[src/rtl/event_blinker.sv]
// One fixed-length blink per rising edge of event_in, with a guaranteed dark gap
// and a saturating queue of pending blinks. Define EVENT_BLINKER_OVERFLOW_EN to add a sticky overflow flag.
module event_blinker #(
    parameter int unsigned ON_CYCLES   = 12500000,
    parameter int unsigned OFF_CYCLES  = 12500000,
    parameter int unsigned MAX_PENDING = 7
) (
    input  logic                               clk,
    input  logic                               reset,
    input  logic                               event_in,
    output logic                               out,
    output logic                               busy,
    output logic [$clog2(MAX_PENDING+1)-1:0]   pending
`ifdef EVENT_BLINKER_OVERFLOW_EN
    ,
    output logic                               overflow
`endif
);

    localparam int unsigned MAXC = (ON_CYCLES > OFF_CYCLES) ? ON_CYCLES : OFF_CYCLES;
    localparam int unsigned CW   = (MAXC > 1) ? $clog2(MAXC) : 1;
    localparam int unsigned PW   = $clog2(MAX_PENDING + 1);

    localparam logic [CW-1:0] ON_LOAD  = CW'(ON_CYCLES - 1);
    localparam logic [CW-1:0] OFF_LOAD = CW'(OFF_CYCLES - 1);
    localparam logic [PW-1:0] PEND_MAX = PW'(MAX_PENDING);

    typedef enum logic [1:0] {
        IDLE,
        ON,
        GAP
    } state_t;

    state_t        state;
    logic [CW-1:0] count;
    logic          prev;
    logic          rise;
    logic          pend_full;

    always_comb begin
        rise      = event_in & ~prev;
        pend_full = (pending == PEND_MAX);
    end

    always_ff @(posedge clk) begin
        if (reset) begin
            state   <= IDLE;
            count   <= '0;
            prev    <= 1'b0;
            out     <= 1'b0;
            busy    <= 1'b0;
            pending <= '0;
`ifdef EVENT_BLINKER_OVERFLOW_EN
            overflow <= 1'b0;
`endif
        end else begin
            prev <= event_in;
            case (state)
                IDLE: begin
                    if (rise) begin
                        state <= ON;
                        count <= ON_LOAD;
                        out   <= 1'b1;
                        busy  <= 1'b1;
                    end
                end
                ON, GAP: begin
                    if (count != '0) begin
                        count <= count - 1'b1;
                    end else if (state == ON) begin
                        state <= GAP;
                        count <= OFF_LOAD;
                        out   <= 1'b0;
                    end else if (pending != '0 || rise) begin
                        state <= ON;
                        count <= ON_LOAD;
                        out   <= 1'b1;
                    end else begin
                        state <= IDLE;
                        busy  <= 1'b0;
                    end

                    // Last GAP cycle: a new edge either replaces the dequeued blink or starts directly.
                    if (state == GAP && count == '0) begin
                        if (pending != '0 && !rise)
                            pending <= pending - 1'b1;
                    end else if (rise) begin
                        if (!pend_full)
                            pending <= pending + 1'b1;
`ifdef EVENT_BLINKER_OVERFLOW_EN
                        else
                            overflow <= 1'b1;
`endif
                    end
                end
                default: begin
                    state <= IDLE;
                    out   <= 1'b0;
                    busy  <= 1'b0;
                end
            endcase
        end
    end

endmodule

[config.mk]
export PLATFORM = sky130hd
export DESIGN_NAME = event_blinker
export DESIGN_NICKNAME = d
export VERILOG_FILES = /design/src/rtl/event_blinker.sv
export SDC_FILE = /design/constraint.sdc
export NUM_CORES = 1
export LEC_CHECK = 0
export CAP_MARGIN = 0
export CORE_MARGIN = 5
export CORE_UTILIZATION = 60
export CTS_BUF_LIST = sky130_fd_sc_hd__clkbuf_2
export CTS_CLUSTER_SIZE = 14
export DETAILED_ROUTE_END_ITERATION = 8
export PLACE_DENSITY = 0.89
export SETUP_SLACK_MARGIN = 0.1
export SYNTH_ARGS = -nofsm -noshare
export SYNTH_HDL_FRONTEND = slang
export SYNTH_SLANG_ARGS = --single-unit
[constraint.sdc]
create_clock -name clk -period 6.81 [get_ports clk]
set_input_delay 1.362 -clock clk [delete_from_list [all_inputs] [get_ports clk]]
set_output_delay 1.362 -clock clk [all_outputs]
set_load 0.03 [all_outputs]
==> impl_results.md <==
* Final WL at about 4700 microns
* Finished Cell Area at 2110 sq um
* CTS sink cnt at 32
* VDD IR max at around 0.28 mV
* Hold_sp: count[5]$_SDFFE_PP0P_
* Hold depth at 2
* Yosys warns at 0
* CTS tree: done
* Sequential-to-total area share from yosys stat at 0.319
* Area share of the largest cell type after synthesis at 0.319
* Synthesized net count at 258
* GR Overflow Total at 0
* Post-DP Area at 2070 sq um
* CTS Buf Count at 5
* R2r startpoint: count[4]$_SDFFE_PP0P_
* CTS max path bufs at 2
* Worst path required time at 7100 ps
* Cts hold-fix bufs at 0
* Cells after Synth at 249
* WL/cell at 15.9 microns
* Synth area leaders: dfxtp_1 32%, a21oi_1 4.7%, nor3_1 3.7%
* Pwr Density at 424 nW/um^2
* Vias in the first global route at 1762
* Std-Cell Rows at 21
* Routability cong. at ~0.87
* Final hold vios at 0
* Clock-pin slew on the worst setup and hold paths at 150 ps
* Worst-Margin Slew at between 1000 and 1500 ps
* Library cells used by synthesis at 49
* Total track usage at 0.229
* Final min period at 3290 ps
* Crit path cell chain: clkdlybuf4s50_1 -> nor2b_1 -> or3_1 -> nor3_2 -> o31ai_2 -> a21oi_1
* Yosys reg bits at 32
* Area occupied by registers at 641 sq um
* Final setup TNS at 0 ps
* Final antenna-violating net count at 0
* ANT cells at 0
* Largest net degree at the start of global routing at 27
* Postcts setup bufs at 0
* Number of fill cells at 279
* Final setup viols at 0
* Cells on worst reg2reg path at 5
* DR DRC count at 0
* Crit path launch: event_in
* Unrepaired setup endpoints after global routing: false
* Hold slack at 486 ps
* Die footprint at roughly 4600 sq um
* Footprint of the multi-input gates at ~1300 sq um
* Mapped Avg Cell Area at 8.08 sq um
* Skew-Pair Late Insertion Delay at 350 ps
* Share of post-route cells with drive strength above 1 at 0.0683
* DR vias at about 2000
* First-pass GRT wire length at 8140 microns
* Critical Path Sink Type: flop
* Slew Viols, Final at 0
* Critical path's largest stage delay at 740 ps
* Max-cap violations at 0
* Clk_skew at 7.97 ps
* Initial core utilization at 0.612
* Post-CTS Resized at 0
* Hpwl dp at between 3000 and 4000 microns
* Worst Hold Class: reg -> reg
* Area Growth Syn to Fin at 5.10%
* Data arrival, critical path at 3580 ps
* DRT iter0 DRCs at 246
* Core footprint at around 3300 sq um
* Commonest non-fill, non-tap cell in the layout: dfxtp_1
* H-tree Lvls at 2
* Number of flops mapped to enable cells by yosys at 0
* Die Height at 67.9 microns
* Peak Freq at 0.304 GHz
* Final Cycle Share at 0.483
* Prevailing post-synth register cell: dfxtp_1
* Top Ports at 8
* CP startpoint kind: input port
* Clk root buf: clkbuf_2
* Asr flop ratio synth at 0
* Crit path max fanout at 17
* Largest area contributor in the netlist: dfxtp_1
* Post-Syn Area at 2010 sq um
* Max_slew headroom at 0.322
* Buffers added on ports at 7
* Commonest cells after routing, fill and taps aside: 32 x dfxtp_1, 19 x a21oi_1, 17 x nor2_1
* Fin nets at 257
* CP max stage cell: nor3_2
* Die span in x at 67.9 microns
* Vias/cell at 6.71
* Pre-Repair DR Iteration Count at 7
* Critical path class: in -> reg
* Initial antenna violation count at 0
* Status: completed
* Post-layout util at 0.643
* P_leak at 0.720 nW
==> where the power goes <==
| group | total (mW) | internal [mW] | switching (mW) |
|---|---|---|---|
| clock | 0.0897 | 0.0276 | 0.0621 |
| sequential | 0.312 | 0.244 | 0.0685 |
| combinational | 0.494 | 0.189 | 0.305 |
==> layout make-up <==
type,count,share of cell area
multi-input cells,189,0.593
flip-flops and latches,32,0.303
repair buffers,8,0.0367
well taps,46,0.0272
inverters,12,0.0213
clock buffers,7,0.0166
clock inverters,1,0.00178
==> cells by family (layout without fill, tap and decap cells) <==
logic type,Yosys count,count (layout),synth area share
simple gates,99,99,0.292
compound gates,82,82,0.279
flops,32,32,0.319
buf+inv,28,28,0.0579
fa+ha+maj,6,6,0.0411
mux,2,2,0.0112
==> worst max-delay path: cells and delay by family <==
family	cells	cell delay, ps
AOI/OAI and AO/OA	2	450
and+or+nand+nor	3	1320
buffers and inverters	1	440
==> routing by layer <==
| metal | routed length (microns) | up-vias | track usage |
|---|---|---|---|
| met3 | 404 | 10 | 0.0443 |
| met4 | 60 | 0 | 0.0844 |
| met1 | 2100 | 914 | 0.333 |
| met2 | 2140 | 99 | 0.334 |
| met5 | 0 | - | 0 |
| li1 | - | 956 | - |
==> worst paths after layout <==
kind              slack, ps                endpoint
hold reg to reg         490   count[5]$_SDFFE_PP0P_
setup / recovery       3520   count[9]$_SDFFE_PP0P_
setup reg to reg       3770  count[21]$_SDFFE_PP0P_
hold / removal          490   count[5]$_SDFFE_PP0P_
==> metrics by stage <==
step                      worst slack [ps]  power, mW  instances
after floorplan                       3960      0.687        249
after global placement                3250      0.783        287
after detailed placement              3150      0.794        287
after CTS                             3550      0.885        295
after global routing                  3390      0.970        295
final                                 3520      0.896        295
==> sequential cells by signal (all words and copies together), names as in the netlist <==
signal	count
state	2
pending	3
count	24
out	1
prev	1
busy	1
==> cell usage after synthesis (2+ instances only) <==
| cell type | n |
|---|---|
| o21ai_0 | 12 |
| nand2_1 | 9 |
| o41ai_1 | 3 |
| ha_1 | 5 |
| clkbuf_1 | 12 |
| a211oi_1 | 6 |
| a21oi_1 | 19 |
| mux2_2 | 2 |
| a221oi_1 | 2 |
| inv_1 | 12 |
| nor4_1 | 6 |
| and2_1 | 2 |
| nor2_1 | 17 |
| nand2b_1 | 5 |
| nand4_1 | 6 |
| or3_1 | 7 |
| dfxtp_1 | 32 |
| nand4b_1 | 2 |
| o211ai_1 | 4 |
| nand3b_1 | 2 |
| nor3_1 | 15 |
| or4_1 | 5 |
| nor3_2 | 2 |
| and3_1 | 3 |
| o211a_1 | 5 |
| a31oi_1 | 10 |
| o31ai_1 | 3 |
| a311oi_1 | 2 |
| nor2b_1 | 3 |
| nand3_1 | 8 |
| buf_2 | 3 |
| o21a_1 | 8 |
(Power assumes the default switching activity.)
==> RTL edit 1 (config.mk and constraints unchanged) <==
`ON_CYCLES`: 12500000 -> 25000000.
--- a/src/rtl/event_blinker.sv
+++ b/src/rtl/event_blinker.sv
@@ -1,7 +1,7 @@
 // One fixed-length blink per rising edge of event_in, with a guaranteed dark gap
 // and a saturating queue of pending blinks. Define EVENT_BLINKER_OVERFLOW_EN to add a sticky overflow flag.
 module event_blinker #(
-    parameter int unsigned ON_CYCLES   = 12500000,
+    parameter int unsigned ON_CYCLES   = 25000000,
     parameter int unsigned OFF_CYCLES  = 12500000,
     parameter int unsigned MAX_PENDING = 7
 ) (
Function: no difference found for any inputs over 10 cycles, from zero or initial values and one cycle with reset high; that may be too few to reach the edited logic, so the function may still have changed.
==> RTL edit 1 against the original RTL <==
Synthesized area grew 0.68%. Sequential power about the same. Power is 2.0% lower. Cell area is 0.18% lower. Sequential cell count rose by 1. Clock power rose by 3.5%. Sequential share of layout area rose by 1.0 points. Die area up 0.58%. Wire length is essentially flat. Worst setup slack gained 0.086 ns. Critical path type is now reg2reg.
==> RTL edit 1: results <==
# TYPE chip_impl_metric gauge
chip_impl_metric{name="cts_clock_pin_slew_for_the_worst_setup_and_hold_paths",unit="ns"} 0.17
chip_impl_metric{name="gp_congestion",unit=""} 0.8610
chip_impl_metric{name="globalRouteTotalUtil",unit="%"} 21.82
chip_impl_metric{name="synth_mux_area_share",unit="%"} 2.967
chip_impl_metric{name="worst-r2r-cell-count",unit=""} 11
chip_impl_info{name="layout_top_registers",value="count (25), pending (3), state (2)"} 1
chip_impl_metric{name="ys_types",unit=""} 52
chip_impl_metric{name="cp_data_arrival_time",unit="ns"} 3.47
chip_impl_info{name="synth_commonest_cells",value="33 x dfxtp_1, 31 x nor2_1, 24 x a21oi_1"} 1
chip_impl_metric{name="final.hold.worst_slack",unit="ns"} 0.5103
chip_impl_metric{name="layout-drive-gt1-share",unit="%"} 8.065
chip_impl_metric{name="place_area",unit="um2"} 2072
chip_impl_metric{name="power_leakage",unit="nW"} 0.7450
chip_impl_info{name="critical_path.reg2reg.endpoint",value="pending[2]$_SDFFE_PP0P_"} 1
chip_impl_metric{name="ir_drop",unit="mV"} 0.2490
chip_impl_metric{name="synth-compound-area-share",unit="%"} 26.21
chip_impl_metric{name="mappedNetlistNets",unit=""} 253
chip_impl_metric{name="wl",unit="um"} 4703
chip_impl_metric{name="vias",unit=""} 1860
chip_impl_metric{name="grt_first_pass_wirelength",unit="um"} 7665
chip_impl_info{name="min_delay_worst_endpoint",value="count[24]$_SDFFE_PP0P_"} 1
chip_impl_metric{name="timing.critical_path.fanout_max",unit=""} 10
chip_impl_info{name="r2r-start",value="count[0]$_SDFFE_PP0P_"} 1
chip_impl_info{name="run_status",value="finished, final reports clean"} 1
chip_impl_metric{name="worst-r2r-setup-slack",unit="ns"} 3.61
chip_impl_info{name="min_from",value="count[24]$_SDFFE_PP0P_"} 1
chip_impl_metric{name="post_synth_fa_ha_maj_area_fraction",unit="%"} 4.697
chip_impl_metric{name="synth_xor_xnor_area_share",unit="%"} 0.8653
==> RTL edit 1: cell types whose count changed after synthesis, sizes merged, moves of 5 or more <==
cell,change
nand2,+6
a31oi,-10
a21oi,+6
clkbuf,-6
o211a,-5
a311oi,+8
o21a,-5
nor2,+14
mux2i,+6
==> RTL edit 1: cell type report <==
| type | count | area, um2 |
|---|---|---|
| Timing Repair Buffer | 8 | 77.57 |
| Sequential cell | 33 | 660.6 |
| Multi-Input combinational cell | 188 | 1235 |
| Fill cell | 304 | 1201 |
| Tap cell | 46 | 57.56 |
| Clock inverter | 3 | 12.51 |
| Inverter | 11 | 41.29 |
| Clock buffer | 5 | 25.02 |
==> RTL edit 1: cells by family (layout without fill, tap and decap cells) <==
logic type / count (synthesis) / in the layout
buffers and inverters: 22 / 27
flip-flops: 33 / 33
XOR/XNOR: 2 / 2
adder cells (fa/ha/maj): 7 / 7
AO/OA/AOI/OAI: 77 / 77
AND/OR/NAND/NOR: 96 / 96
multiplexers: 6 / 6
==> RTL edit 1: worst max-delay path by stage <==
| stage | start | endpoint | slack, ns | cells after the start |
|---|---|---|---|---|
| 2_1_floorplan | event_in | count[8]$_SDFFE_PP0P_ | 4.07 | 7 |
| 3_3_place_gp | event_in | count[6]$_SDFFE_PP0P_ | 3.31 | 7 |
| 3_5_place_dp | event_in | count[20]$_SDFFE_PP0P_ | 3.24 | 6 |
| 4_1_cts | event_in | count[6]$_SDFFE_PP0P_ | 3.65 | 7 |
| 5_1_grt | count[0]$_SDFFE_PP0P_ | pending[2]$_SDFFE_PP0P_ | 3.42 | 11 |
| 6_report | count[0]$_SDFFE_PP0P_ | pending[2]$_SDFFE_PP0P_ | 3.61 | 11 |
==> RTL edit 1: stage by stage <==
step           setup slack, ns  utilization, %  std cells
6_report                 3.607           63.72        294
5_1_grt                  3.415           63.72        294
4_1_cts                  3.649           63.72        294
3_5_place_dp             3.237           62.59        286
3_3_place_gp             3.313           62.59        286
2_1_floorplan            4.070               -        243
==> RTL edit 1: routing by layer <==
layer	up-vias	global-route usage, %	share of wire [%]
li1	907	-	-
met1	892	27.87	45
met2	48	34.78	48
met3	13	5.255	3.7
met4	0	9.429	2.7
met5	-	0	0
==> RTL edit 1: critical path: cells and delay by family (launching register included) <==
kind | cells | cell delay (ns)
and+or+nand+nor | 5 | 1.65
muxes | 1 | 0.16
DFF | 1 | 0.38
buffers and inverters | 2 | 0.15
xor gates and xnor gates | 1 | 0.16
adders and majority gates | 2 | 0.61
==> RTL edit 1: power by group <==
group / internal (mW) / total, mW / switching (mW)
registers: 0.247 / 0.311 / 0.0645
clock network: 0.0225 / 0.0928 / 0.0703
logic: 0.178 / 0.474 / 0.296
total: 0.447 / 0.878 / 0.431
==> RTL edit 2 (config.mk and constraints unchanged) <==
Made on the original files. Reset style: asynchronous (`reset`), changed in one clocked block.
--- a/src/rtl/event_blinker.sv
+++ b/src/rtl/event_blinker.sv
@@ -42,7 +42,7 @@
         pend_full = (pending == PEND_MAX);
     end
 
-    always_ff @(posedge clk) begin
+    always_ff @(posedge clk or posedge reset) begin
         if (reset) begin
             state   <= IDLE;
             count   <= '0;
Function: differs if reset is asserted again (counterexample within 4 cycles, from zero or initial values and one cycle with reset high); with reset held inactive, the same outputs for 10 cycles.
==> RTL edit 2 against the original RTL <==
Cell area shrank 1.8%. Synthesized area shrank 3.5%. Sequential cell count is the same. Wire length shrank 15%. Worst setup slack lost 0.067 ns.
Power is not compared: it rests on default switching activity, and its combinational part moved more than twofold at a synthesized area within 25%.
==> RTL edit 2: results <==
# TYPE chip_impl_metric gauge
chip_impl_info{name="run_status",value="finished, final reports clean"} 1
chip_impl_metric{name="finish.net_count",unit=""} 223
chip_impl_metric{name="cp_data_arrival_time",unit="ns"} 3.69
chip_impl_metric{name="clock_skew",unit="ns"} 0.02028
chip_impl_metric{name="worst_path_largest_cell_delay",unit="ns"} 0.83
chip_impl_metric{name="post-place-cells",unit=""} 249
chip_impl_metric{name="grt.met1_usage",unit="%"} 26.96
chip_impl_metric{name="detail_route.first_pass.iterations",unit=""} 4
chip_impl_metric{name="clock_latency",unit="ns"} 0.40
chip_impl_metric{name="worst-r2r-cell-count",unit=""} 9
chip_impl_info{name="critical_path.reg2reg.endpoint",value="pending[2]$_DFFE_PP0P_"} 1
chip_impl_metric{name="cts_clock_pin_slew_for_the_worst_setup_and_hold_paths",unit="ns"} 0.17
chip_impl_info{name="min_delay_worst_endpoint",value="count[15]$_DFFE_PP0P_"} 1
chip_impl_metric{name="synth.yosys.seq_area_share",unit="%"} 41.26
chip_impl_metric{name="preCtsSetupSlack",unit="ns"} 3.070
chip_impl_metric{name="wl_per_cell",unit="um"} 15.49
chip_impl_metric{name="layout.filler_cells",unit=""} 246
chip_impl_info{name="critical-path-slowest-cell",value="a31oi_1"} 1
chip_impl_metric{name="place_area",unit="um2"} 2036
chip_impl_metric{name="worst_pin_slew",unit="ns"} 1.126
chip_impl_metric{name="dp_hpwl",unit="um"} 2893
chip_impl_metric{name="mappedNetlistNets",unit=""} 213
chip_impl_info{name="r2r-start",value="count[8]$_DFFE_PP0P_"} 1
chip_impl_metric{name="worst-r2r-setup-slack",unit="ns"} 4.07
chip_impl_metric{name="synth_cells",unit=""} 202
chip_impl_metric{name="globalRouteTotalUtil",unit="%"} 21.08
chip_impl_info{name="yosys-top-cells-area",value="dfrtp_1 41%, o21ai_0 5.7%, ha_1 4.5%, nand3_1 3.4%, nor3_1 3.1%"} 1
chip_impl_metric{name="grt_max_degree",unit=""} 33
chip_impl_info{name="synth_commonest_cells",value="32 x dfrtp_1, 22 x o21ai_0, 13 x inv_1, 13 x nand3_1, 12 x nor3_1"} 1
chip_impl_metric{name="groute.layer.met3.usage",unit="%"} 4.553
chip_impl_metric{name="first_global_vias",unit=""} 1580
chip_impl_metric{name="drtIter0Drc",unit=""} 120
[RTL edit 2: changes by cell type in the layout (fill, tap and decap cells not counted), sizes merged, moves of 8 or more]
cell and change:
a21oi -13, a31oi -9, dfrtp +32, dfxtp -32, o21a -8, o21ai +11
[RTL edit 2: cells by family (layout without fill, tap and decap cells)]
family | count (synthesis) | in the layout | share of synthesized area [%]
AOI/OAI and AO/OA | 53 | 53 | 18.96
and+or+nand+nor | 79 | 79 | 23.60
xor gates and xnor gates | 4 | 4 | 1.806
muxes | 8 | 8 | 4.384
buffers and inverters | 18 | 29 | 4.449
DFF | 32 | 32 | 41.26
adders and majority gates | 8 | 8 | 5.545
[RTL edit 2: power by group]
part           internal, mW  switching, mW  total (mW)  leakage [nW]
registers             0.200        0.00986       0.210         0.387
clock network        0.0229         0.0651      0.0880        0.0302
logic                0.0330         0.0462      0.0792         0.455
total                 0.256          0.121       0.377         0.872
[RTL edit 2: worst max-delay path: cells and delay by family]
kind                   cells  cell delay, ns
AND/OR/NAND/NOR            2            0.57
buffers and inverters      1            0.50
AO/OA/AOI/OAI              3            1.25
[RTL edit 2: how the worst max path moves through the flow]
stage,from,to,slack [ns],depth (start not counted)
detailed placement,event_in,count[10]$_DFFE_PP0P_,3.07,6
finish,event_in,count[11]$_DFFE_PP0P_,3.45,6
floorplan,event_in,count[12]$_DFFE_PP0P_,3.93,6
global placement,event_in,count[11]$_DFFE_PP0P_,3.15,6
CTS,event_in,count[10]$_DFFE_PP0P_,3.49,6
global route,event_in,count[10]$_DFFE_PP0P_,3.18,6
[RTL edit 2: layout make-up]
cell class / count / area, um2 / area share [%]
Multi-Input combinational cell: 152 / 1054 / 50.78
Clock inverter: 3 / 13.76 / 0.6634
Inverter: 13 / 48.80 / 2.352
Sequential cell: 32 / 800.8 / 38.60
Clock buffer: 5 / 25.02 / 1.206
Timing Repair Buffer: 8 / 77.57 / 3.739
Tap cell: 44 / 55.05 / 2.654
[RTL edit 2: layer usage]
metal / wire (um) / vias up
met4: 106 / 0
met2: 1860 / 52
met5: 0 / -
met1: 1792 / 744
li1: - / 776
met3: 222 / 14
